<file path="src/rtl/decode_stage_if.sv">
// Decode stage bus: instruction handshake in, writeback port, bundle out.
// master = producer/consumer side (upstream, writeback, ALU); slave = decode_stage.
interface decode_stage_if #(
   parameter int DATA_WIDTH = 31
);
   logic                  i_instr_valid;
   logic                  o_instr_ready;
   logic [31:0]           i_instr;
   logic                  i_wb_en;
   logic [4:0]            i_wb_addr;
   logic [DATA_WIDTH:0]   i_wb_data;
   logic                  o_valid;
   logic                  i_ready;
   logic [6:0]            o_opcode;
   logic [6:0]            o_funct7;
   logic [2:0]            o_funct3;
   logic [4:0]            o_rd_addr;
   logic [DATA_WIDTH:0]   o_rs1_data;
   logic [DATA_WIDTH:0]   o_rs2_data;
   logic [31:0]           o_imm;
   logic                  o_illegal;

   modport master (
      output i_instr_valid, i_instr,
      output i_wb_en, i_wb_addr, i_wb_data,
      output i_ready,
      input  o_instr_ready, o_valid,
      input  o_opcode, o_funct7, o_funct3,
      input  o_rd_addr, o_rs1_data, o_rs2_data,
      input  o_imm, o_illegal
   );

   modport slave (
      input  i_instr_valid, i_instr,
      input  i_wb_en, i_wb_addr, i_wb_data,
      input  i_ready,
      output o_instr_ready, o_valid,
      output o_opcode, o_funct7, o_funct3,
      output o_rd_addr, o_rs1_data, o_rs2_data,
      output o_imm, o_illegal
   );
endinterface

</file>
<file path="src/rtl/decode_stage.sv">
// RV32I decode stage: field split, immediate, regfile read/write, bypass.
// Ports: clk, rst (async low), clk_en, i_flush, bus (decode_stage_if.slave).
module decode_stage #(
   parameter int DATA_WIDTH = 31
) (
   input logic          clk,
   input logic          rst,
   input logic          clk_en,
   input logic          i_flush,
   decode_stage_if.slave bus
);

   typedef logic [DATA_WIDTH:0] word_t;

   typedef struct packed {
      logic [6:0]  opcode;
      logic [6:0]  funct7;
      logic [2:0]  funct3;
      logic [4:0]  rd;
      word_t       rs1_data;
      word_t       rs2_data;
      logic [31:0] imm;
      logic        illegal;
   } id_ex_t;

   localparam logic [6:0] OP_IMM = 7'b0010011;
   localparam logic [6:0] OP_LD  = 7'b0000011;
   localparam logic [6:0] OP_JLR = 7'b1100111;
   localparam logic [6:0] OP_ST  = 7'b0100011;
   localparam logic [6:0] OP_BR  = 7'b1100011;
   localparam logic [6:0] OP_LUI = 7'b0110111;
   localparam logic [6:0] OP_AUI = 7'b0010111;
   localparam logic [6:0] OP_JAL = 7'b1101111;
   localparam logic [6:0] OP_REG = 7'b0110011;

   logic [31:0] ins;
   logic [6:0]  op;
   logic [6:0]  f7;
   logic [2:0]  f3;
   logic [4:0]  rs1a;
   logic [4:0]  rs2a;

   assign ins  = bus.i_instr;
   assign op   = ins[6:0];
   assign f7   = ins[31:25];
   assign f3   = ins[14:12];
   assign rs1a = ins[19:15];
   assign rs2a = ins[24:20];

   logic [31:0] imm_i;
   logic [31:0] imm_s;
   logic [31:0] imm_b;
   logic [31:0] imm_u;
   logic [31:0] imm_j;

   assign imm_i = {{20{ins[31]}}, ins[31:20]};
   assign imm_s = {{20{ins[31]}}, ins[31:25],
                   ins[11:7]};
   assign imm_b = {{19{ins[31]}}, ins[31], ins[7],
                   ins[30:25], ins[11:8], 1'b0};
   assign imm_u = {ins[31:12], 12'b0};
   assign imm_j = {{11{ins[31]}}, ins[31],
                   ins[19:12], ins[20],
                   ins[30:21], 1'b0};

   logic        legal;
   logic [31:0] imm;

   always_comb begin
      legal = 1'b1;
      imm   = '0;
      unique case (1'b1)
         op == OP_IMM: begin
            imm = imm_i;
            if (f3 == 3'b001)
               legal = (f7 == 7'h00);
            else if (f3 == 3'b101)
               legal = (f7 == 7'h00) ||
                       (f7 == 7'h20);
         end
         op == OP_LD,
         op == OP_JLR: imm = imm_i;
         op == OP_ST:  imm = imm_s;
         op == OP_BR:  imm = imm_b;
         op == OP_LUI,
         op == OP_AUI: imm = imm_u;
         op == OP_JAL: imm = imm_j;
         op == OP_REG: begin
            legal = (f7 == 7'h00) ||
                    ((f7 == 7'h20) &&
                     ((f3 == 3'b000) ||
                      (f3 == 3'b101)));
         end
         default: legal = 1'b0;
      endcase
      if (ins[1:0] != 2'b11)
         legal = 1'b0;
   end

   // Register file; entry 0 is never written.
   word_t rf [32];
   logic  wr;

   assign wr = clk_en && bus.i_wb_en &&
               (bus.i_wb_addr != 5'd0);

   always_ff @(posedge clk or negedge rst) begin
      if (!rst) begin
         for (int i = 0; i < 32; i++)
            rf[i] <= '0;
      end else if (wr) begin
         rf[bus.i_wb_addr] <= bus.i_wb_data;
      end
   end

   // Read with same-cycle writeback bypass.
   word_t rs1_val;
   word_t rs2_val;

   always_comb begin
      rs1_val = rf[rs1a];
      if (rs1a == 5'd0)
         rs1_val = '0;
      else if (bus.i_wb_en &&
               bus.i_wb_addr == rs1a)
         rs1_val = bus.i_wb_data;
   end

   always_comb begin
      rs2_val = rf[rs2a];
      if (rs2a == 5'd0)
         rs2_val = '0;
      else if (bus.i_wb_en &&
               bus.i_wb_addr == rs2a)
         rs2_val = bus.i_wb_data;
   end

   id_ex_t nxt;

   always_comb begin
      nxt          = '0;
      nxt.opcode   = legal ? op : 7'h00;
      nxt.funct7   = f7;
      nxt.funct3   = f3;
      nxt.rd       = ins[11:7];
      nxt.rs1_data = rs1_val;
      nxt.rs2_data = rs2_val;
      nxt.imm      = legal ? imm : 32'h0;
      nxt.illegal  = ~legal;
   end

   id_ex_t     q;
   logic       v;
   logic [4:0] h_rs1;
   logic [4:0] h_rs2;
   logic       rdy;
   logic       fire_in;
   logic       fire_out;
   logic       hit1;
   logic       hit2;

   assign rdy      = clk_en && !i_flush &&
                     (!v || bus.i_ready);
   assign fire_in  = bus.i_instr_valid && rdy;
   assign fire_out = v && bus.i_ready && clk_en;

   // A held bundle tracks writes to its sources.
   assign hit1 = bus.i_wb_en &&
                 (h_rs1 != 5'd0) &&
                 (bus.i_wb_addr == h_rs1);
   assign hit2 = bus.i_wb_en &&
                 (h_rs2 != 5'd0) &&
                 (bus.i_wb_addr == h_rs2);

   always_ff @(posedge clk or negedge rst) begin
      if (!rst) begin
         v     <= 1'b0;
         q     <= '0;
         h_rs1 <= '0;
         h_rs2 <= '0;
      end else if (clk_en) begin
         if (i_flush) begin
            v <= 1'b0;
         end else if (fire_in) begin
            v     <= 1'b1;
            q     <= nxt;
            h_rs1 <= rs1a;
            h_rs2 <= rs2a;
         end else if (fire_out) begin
            v <= 1'b0;
         end else if (v) begin
            if (hit1)
               q.rs1_data <= bus.i_wb_data;
            if (hit2)
               q.rs2_data <= bus.i_wb_data;
         end
      end
   end

   assign bus.o_instr_ready = rdy;
   assign bus.o_valid       = v;
   assign bus.o_opcode      = q.opcode;
   assign bus.o_funct7      = q.funct7;
   assign bus.o_funct3      = q.funct3;
   assign bus.o_rd_addr     = q.rd;
   assign bus.o_rs1_data    = q.rs1_data;
   assign bus.o_rs2_data    = q.rs2_data;
   assign bus.o_imm         = q.imm;
   assign bus.o_illegal     = q.illegal;

endmodule

</file>
<file path="src/flat_wrapper.sv">
// flat-port wrapper written by rule: the top's interface ports become plain ports
module decode_stage_flat 
#(
   parameter int DATA_WIDTH = 31
)
  (clk, rst, clk_en, i_flush, bus_i_instr_valid, bus_i_instr, bus_i_wb_en, bus_i_wb_addr, bus_i_wb_data, bus_i_ready, bus_o_instr_ready, bus_o_valid, bus_o_opcode, bus_o_funct7, bus_o_funct3, bus_o_rd_addr, bus_o_rs1_data, bus_o_rs2_data, bus_o_imm, bus_o_illegal);
  decode_stage_if #(.DATA_WIDTH(DATA_WIDTH)) bus_i ();
  input logic clk;
  input logic rst;
  input logic clk_en;
  input logic i_flush;
  input wire logic [$bits(bus_i.i_instr_valid)-1:0] bus_i_instr_valid;
  input wire logic [$bits(bus_i.i_instr)-1:0] bus_i_instr;
  input wire logic [$bits(bus_i.i_wb_en)-1:0] bus_i_wb_en;
  input wire logic [$bits(bus_i.i_wb_addr)-1:0] bus_i_wb_addr;
  input wire logic [$bits(bus_i.i_wb_data)-1:0] bus_i_wb_data;
  input wire logic [$bits(bus_i.i_ready)-1:0] bus_i_ready;
  output wire logic [$bits(bus_i.o_instr_ready)-1:0] bus_o_instr_ready;
  output wire logic [$bits(bus_i.o_valid)-1:0] bus_o_valid;
  output wire logic [$bits(bus_i.o_opcode)-1:0] bus_o_opcode;
  output wire logic [$bits(bus_i.o_funct7)-1:0] bus_o_funct7;
  output wire logic [$bits(bus_i.o_funct3)-1:0] bus_o_funct3;
  output wire logic [$bits(bus_i.o_rd_addr)-1:0] bus_o_rd_addr;
  output wire logic [$bits(bus_i.o_rs1_data)-1:0] bus_o_rs1_data;
  output wire logic [$bits(bus_i.o_rs2_data)-1:0] bus_o_rs2_data;
  output wire logic [$bits(bus_i.o_imm)-1:0] bus_o_imm;
  output wire logic [$bits(bus_i.o_illegal)-1:0] bus_o_illegal;
  assign bus_i.i_instr_valid = bus_i_instr_valid;
  assign bus_i.i_instr = bus_i_instr;
  assign bus_i.i_wb_en = bus_i_wb_en;
  assign bus_i.i_wb_addr = bus_i_wb_addr;
  assign bus_i.i_wb_data = bus_i_wb_data;
  assign bus_i.i_ready = bus_i_ready;
  assign bus_o_instr_ready = bus_i.o_instr_ready;
  assign bus_o_valid = bus_i.o_valid;
  assign bus_o_opcode = bus_i.o_opcode;
  assign bus_o_funct7 = bus_i.o_funct7;
  assign bus_o_funct3 = bus_i.o_funct3;
  assign bus_o_rd_addr = bus_i.o_rd_addr;
  assign bus_o_rs1_data = bus_i.o_rs1_data;
  assign bus_o_rs2_data = bus_i.o_rs2_data;
  assign bus_o_imm = bus_i.o_imm;
  assign bus_o_illegal = bus_i.o_illegal;
  decode_stage #(.DATA_WIDTH(DATA_WIDTH)) u_core (.clk(clk), .rst(rst), .clk_en(clk_en), .i_flush(i_flush), .bus(bus_i));
endmodule
</file>
<file path="config.mk">
export PLATFORM = sky130hd
export DESIGN_NAME = decode_stage_flat
export DESIGN_NICKNAME = d
export VERILOG_FILES = /design/src/rtl/decode_stage_if.sv /design/src/rtl/decode_stage.sv /design/src/flat_wrapper.sv
export SDC_FILE = /design/constraint.sdc
export NUM_CORES = 2
export LEC_CHECK = 0
export CELL_PAD_IN_SITES_DETAIL_PLACEMENT = 1
export CELL_PAD_IN_SITES_GLOBAL_PLACEMENT = 1
export CORE_MARGIN = 2
export CORE_UTILIZATION = 54
export DETAILED_ROUTE_END_ITERATION = 10
export DONT_BUFFER_PORTS = 1
export PLACE_DENSITY = 0.81
export SLEW_MARGIN = 10
export SYNTH_ARGS = -nofsm -noshare
export SYNTH_HDL_FRONTEND = slang
export SYNTH_SLANG_ARGS = --single-unit
</file>
<file path="constraint.sdc">
create_clock -name clk -period 2.2 [get_ports clk]
set_input_delay 0.66 -clock clk [delete_from_list [all_inputs] [get_ports clk]]
set_output_delay 0.66 -clock clk [all_outputs]
set_load 0.02 [all_outputs]
</file>
* Word level (Yosys, flattened, before mapping)
Cells that the tools add are included.
Operators by class: $lt $le $gt $ge 4, bitwise logic cells 5, equality and inequality tests 18, multiplexer cells 28, reductions and logical operators 39
Operator list (count):
- $bwmux W1024 | 1
- $mux W32 | 12
- $bmux W32 S5 | 2
- $mux W64 | 3
- $demux W32 S5 | 1
- $pmux W32 S5 | 1
- $eq A7 B6 Y1 const B | 4
- $eq A7 B7 Y1 const B | 3
- $eq A5 B5 Y1 | 4
- $ge A6 B6 Y1 const B | 3
- $not A5 Y6 | 3
- $logic_and A1 B1 Y1 | 15
- $reduce_bool A5 Y1 | 3
- $eq A7 B5 Y1 const B | 2
- $logic_not A5 Y1 | 2
- $reduce_and A5 Y1 | 2
- $eq A7 B2 Y1 const B | 1
- $logic_not A7 Y1 | 1
- $mux W7 | 1
- $reduce_or A7 Y1 | 1
- $lt A6 B1 Y1 const B | 1
- $mux W1 | 6
- $reduce_bool A2 Y1 | 3
- $logic_or A1 B1 Y1 | 4
- 13 further kinds | 15
Storage, ports and cells: output and inout port bits 121, flip-flop bits (word level) 1154, bits of input ports 76, word-level logic and storage cells 137

* Longest topological paths before layout
depth after elaboration 7, gate-level depth with buffers 11, gate-level depth less buffers 5

* Least setup slack after synthesis
OpenSTA, ideal clock, no wires.
path type input -> register, start in bus_i_instr[20], end reg u_core.q (netlist bit u_core.bus.o_rs2_data[28]), data arrival time 2416 ps, library setup time 126 ps, data required time 2074 ps, stages on the path 8, path buffers 3, path slack -342 ps, cell sequence buf_2 buf_4 buf_2 mux2i_1 o22ai_1 or4_1 o31a_1 a221o_1
Between the ends: word-level cells in the longest chain between the ends 7, elaborated cells between the ends (all ways) 10
RTL lines:
- from (decl) | line flat_wrapper.sv:13 | input wire logic [$bits(bus_i.i_instr)-1:0] bus_i_instr;
- $not A5 Y6 (not written as such) | line decode_stage.sv:130 | rs2_val = rf[rs2a];
- $bmux W32 S5 | line decode_stage.sv:130
- $mux W32 (not written as such) (2 in series) | line decode_stage.sv:130
- $mux W32 | line decode_stage.sv:133 | else if (bus.i_wb_en &&
- $mux W32 (*) | line decode_stage.sv:131 | if (rs2a == 5'd0)
- $mux W64 (*) | line decode_stage.sv:184 | end else if (fire_in) begin
- to (signal assigned) | line decode_stage.sv:186 | q <= nxt;
- to (decl) | line decode_stage.sv:152 | id_ex_t q;
Mark *: on every way between the ends. The rest lies on a longest branch, timed or not. The select of a mux whose other input is x is not followed. A chain may end at the register's enable or synchronous reset.

* Worst setup path in the final report
start reg u_core.v (netlist: u_core.bus.o_valid), end reg u_core.q (netlist bit u_core.bus.o_rs1_data[7])
Between the ends: word-level cells in the longest chain between the ends 6, elaborated cells between the ends (all ways) 11
RTL lines:
- from (decl) | line decode_stage.sv:153 | logic v;
- from (signal assigned) | line decode_stage.sv:177 | v <= 1'b0;
- from (signal assigned) | line decode_stage.sv:183 | v <= 1'b0;
- from (signal assigned) | line decode_stage.sv:185 | v <= 1'b1;
- $logic_not A1 Y1 | line decode_stage.sv:163 | (!v || bus.i_ready);
- $logic_or A1 B1 Y1 | line decode_stage.sv:163
- $logic_and A1 B1 Y1 | line decode_stage.sv:162 | assign rdy = clk_en && !i_flush &&
- $logic_and A1 B1 Y1 | line decode_stage.sv:164 | assign fire_in = bus.i_instr_valid && rdy;
- $ne A2 B1 Y1 (no source line) / $reduce_bool A2 Y1 (equally long branches)
- $reduce_and A5 Y1 (no source line)
Several ways; a longest one is shown, not always the timed one.

==> impl_metrics.yaml <==
logic_synthesis:
  mappedNetlistArea_mm2: 0.06054
  dominant_register_cell_in_the_synthesized_netlist: "sky130_fd_sc_hd__dfrtp_1"
  synth_cells: 4249
  syn_nets: 4325
  synth_top_area_share: 0.4770
  synth_cell_types: 77
  ys_async_sr_fraction: 1.000
  synth.largest_area_cell: "sky130_fd_sc_hd__dfrtp_1"
  synth-compound-area-share: 0.06419
  synth.ff_latch_count: 1154
  post_synth.cell_area_avg_um2: 14.25
  synth.yosys.warnings: 0
  dominant_combinational_cell_family_by_area_after_synthesis: "multiplexers"
  synth_xor_xnor_area_share: 0.003038
  seq_area_frac_synth: 0.4770
  synth_enable_flop_cells: 0
  synth.area.top_cells: "sky130_fd_sc_hd__dfrtp_1, sky130_fd_sc_hd__mux2_2, sky130_fd_sc_hd__mux4_2"
  basic_gate_share_of_the_synthesized_area_counting_and_or_nand_and_nor_cells: 0.03869
  synthAdderAreaFrac: 0
  synth.area.mux_share: 0.3789
cts:
  tritoncts_clock_tree: "done"
  h-tree-depth: 4
  clk_path_buf_depth: 3
  cts_buffers: 130
  postCtsHoldBufs: 10
  numClockSinks: 1154
  root_buffer: "sky130_fd_sc_hd__clkbuf_16"
  clock_latency_ns: 0.78
  clock_slew_seen_by_the_registers_of_the_worst_setup_and_hold_paths_ns: 0.06
floorplan:
  initial_core_util: 0.5456
  die-area_mm2: 0.1148
  core_area_mm2: 0.1110
  ioPinCount: 197
  dieHeight_um: 338.8
  fp.dieW_um: 338.8
  rows: 122
finish:
  layout.cells.most_common: "sky130_fd_sc_hd__dfrtp_1"
  drive_above_1_share: 0.4738
  final_cell_mix: "sky130_fd_sc_hd__dfrtp_1, sky130_fd_sc_hd__mux2_2, sky130_fd_sc_hd__mux4_2, sky130_fd_sc_hd__mux2i_1, sky130_fd_sc_hd__o22ai_1"
  layout.filler_cells: 9917
  finish.net_count: 4259
  register_area_mm2: 0.02888
  design_area_mm2: 0.06901
  final_util: 0.6218
  multiInputGateArea_mm2: 0.03043
  area.growth.synth_to_final_pct: 13.98
grt:
  first_pass_grt_wire_length_mm: 325.2
  grt_antenna_before_repair: 10
  overflow: 0
  vias_in_the_first_global_route: 45789
  groute.usage.overall: 0.3839
  pin_count_of_the_biggest_net_entering_global_routing: 1155
drt:
  drt_drc_violations_left: 0
  wire_per_inst_um: 38.79
  postRouteAntennaNets: 0
  postRouteWirelength_mm: 223.8
  count_of_vias_placed_by_the_detailed_router: 42842
  first_pass_iters: 5
  drt_iter0_drc: 5429
  vias_per_cell: 7.425
worst_setup_path:
  worstSetupStartpointType: "flop"
  worst-endpoint-required_ns: 2.91
  path_buf_inv: 3
  timing.rr.start: "u_core.bus.o_valid"
  critical_path.max_fanout: 6
  path_class: "reg -> reg"
  regToRegSetupSlack_ns: -0.12
  critical_path.slowest_cell: "sky130_fd_sc_hd__a2111oi_0"
  critical_path.most_common_cell: "sky130_fd_sc_hd__buf_4"
  critical_path_depth: 8
  crit_arrival_ns: 3.03
  ff2ff_path_depth: 8
  r2r_end: "u_core.bus.o_rs1_data[7]"
  critical_path.max_stage_delay_ns: 0.63
  cpLargestDelayFamily: "compound AO/OA/AOI/OAI gates"
  timing.critical_path.cells: "buf_6, nand2b_4, buf_4, o2111ai_4, a21o_1, buf_4, a2111oi_0, a221o_1"
  critical_path.startpoint: "u_core.bus.o_valid"
  cp-endpoint: "u_core.bus.o_rs1_data[7]"
  cp-end-kind: "flop"
timing:
  setup_tns_ns: -0.2376
  unrepaired_setup_endpoints_after_global_routing: "yes"
  setup_viol: 5
  timing.final.ws_setup_ns: -0.1221
  timing.hold.ws_ns: -0.4009
  hold_violations: 129
  timing.max_slew.rel_slack: 0.1290
  slew_viol_final: 0
  max_slew.worst_pin.slew_ns: 1.306
  min_period_over_period: 1.056
  fin_skew_ns: 0.03265
  clock.fmax_mhz: 430.6
  post-route-min-period_ns: 2.322
outcome:
  failing_checks: "hold timing, setup timing"
  result_of_the_run: "complete, but fails checks"
hold_path:
  hold_path.class: "in -> async"
place:
  place_hpwl_mm: 127.7
  routabilityCongestion: 0.8744
  post_dp_cell_area_mm2: 0.06442
  buffer_ports.inserted: 0
power_and_ir_drop:
  cellLeakagePower_nw: 31.23
  pwr_density_cell_mw_per_mm2: 843.5
  total_power_mw: 58.21
  ir_worst_vdd_mv: 0.8172
job:
  cap_viol_max_count: 0
==> Yosys cell counts, types with 9 or more instances <==
cell and n:
sky130_fd_sc_hd__dfrtp_1 1154, sky130_fd_sc_hd__mux2_2 1053, sky130_fd_sc_hd__mux4_2 400, sky130_fd_sc_hd__clkbuf_1 221, sky130_fd_sc_hd__mux2i_1 207, sky130_fd_sc_hd__o22ai_1 162
sky130_fd_sc_hd__buf_2 161, sky130_fd_sc_hd__nand2_1 135, sky130_fd_sc_hd__nor2_1 89, sky130_fd_sc_hd__a22oi_1 62, sky130_fd_sc_hd__a22o_1 43, sky130_fd_sc_hd__a221o_1 42
sky130_fd_sc_hd__nand3_1 35, sky130_fd_sc_hd__buf_4 31, sky130_fd_sc_hd__nor2b_1 29, sky130_fd_sc_hd__a21oi_1 28, sky130_fd_sc_hd__buf_6 27, sky130_fd_sc_hd__buf_1 26
sky130_fd_sc_hd__and4b_1 24, sky130_fd_sc_hd__o21ai_0 22, sky130_fd_sc_hd__a21o_1 21, sky130_fd_sc_hd__a211oi_1 18, sky130_fd_sc_hd__o31a_1 16, sky130_fd_sc_hd__a2111oi_0 15
sky130_fd_sc_hd__xor2_1 15, sky130_fd_sc_hd__and4_1 14, sky130_fd_sc_hd__o22a_1 13, sky130_fd_sc_hd__nor3_1 10, sky130_fd_sc_hd__nor3b_1 10, sky130_fd_sc_hd__nand2b_1 9
==> per-layer routing <==
layer	track usage	up-vias	share of wire
met2	0.5894	2767	0.46
met1	0.5032	23099	0.38
li1	-	16223	-
met4	0.2064	6	0.060
met3	0.09926	747	0.10
met5	0	-	0.00018
==> worst reg2reg max path, cell delays in order (launching register included) <==
cell	delay (ns)
sky130_fd_sc_hd__dfrtp_1	0.40
sky130_fd_sc_hd__buf_6	0.15
sky130_fd_sc_hd__nand2b_4	0.11
sky130_fd_sc_hd__buf_4	0.17
sky130_fd_sc_hd__o2111ai_4	0.14
sky130_fd_sc_hd__a21o_1	0.24
sky130_fd_sc_hd__buf_4	0.21
sky130_fd_sc_hd__a2111oi_0	0.63
sky130_fd_sc_hd__a221o_1	0.22
==> through the flow <==
step	setup WS, ns	std cells
6_report	-0.1221	5770
5_1_grt	-0.1169	5768
4_1_cts	-0.1018	5762
3_5_place_dp	-0.3842	5523
3_3_place_gp	-0.3062	5523
2_1_floorplan	-0.1918	4249
==> cell families after synthesis <==
| group | count (synthesis) |
|---|---|
| compound gates | 512 |
| flops | 1154 |
| simple gates | 430 |
| mux | 1660 |
| xor+xnor | 21 |
| buf+inv | 472 |
==> power by group <==
part	total (mW)	internal, mW	switching [mW]
Combinational	8.55	5.16	3.39
Clock	22.4	12.9	9.59
Sequential	27.2	24.0	3.22
==> worst min-delay path by stage <==
stage	start	end	slack [ns]	cells after the start
after floorplan	rst	u_core.bus.o_funct3[0]	0.36	0
after global placement	u_core.rf[1001]	u_core.rf[1001]	0.38	0
after detailed placement	u_core.rf[999]	u_core.rf[999]	0.38	0
after CTS	rst	u_core.bus.o_imm[8]	-0.39	0
after global routing	rst	u_core.bus.o_imm[9]	-0.42	0
final	rst	u_core.bus.o_imm[9]	-0.40	0
==> final cells by class <==
type / instances / area share
flip-flops and latches: 1154 / 0.4185
multi-input cells: 2623 / 0.4410
clock inverters: 42 / 0.006400
well taps: 1488 / 0.02698
diodes: 2 / 0.00007253
inverters: 3 / 0.0001632
clock buffers: 187 / 0.05552
repair buffers: 271 / 0.05137
==> registers in the layout, indices dropped and copies added, names as in the netlist <==
register / count
u_core.bus.o_funct3: 3
u_core.bus.o_imm: 32
u_core.rf: 1024
u_core.h_rs2: 5
u_core.bus.o_opcode: 7
u_core.h_rs1: 5
u_core.bus.o_rs1_data: 32
u_core.bus.o_illegal: 1
u_core.bus.o_rd_addr: 5
u_core.bus.o_funct7: 7
u_core.bus.o_valid: 1
u_core.bus.o_rs2_data: 32
==> timing repair <==
action,CTS,global route
pin swaps,1,3
gates cloned,0,1
endpoints found under the hold margin,1163,124
setup buffers,1,0
resized for setup,5,10
setup endpoints to repair,2,110
(Power assumes the default switching activity.)
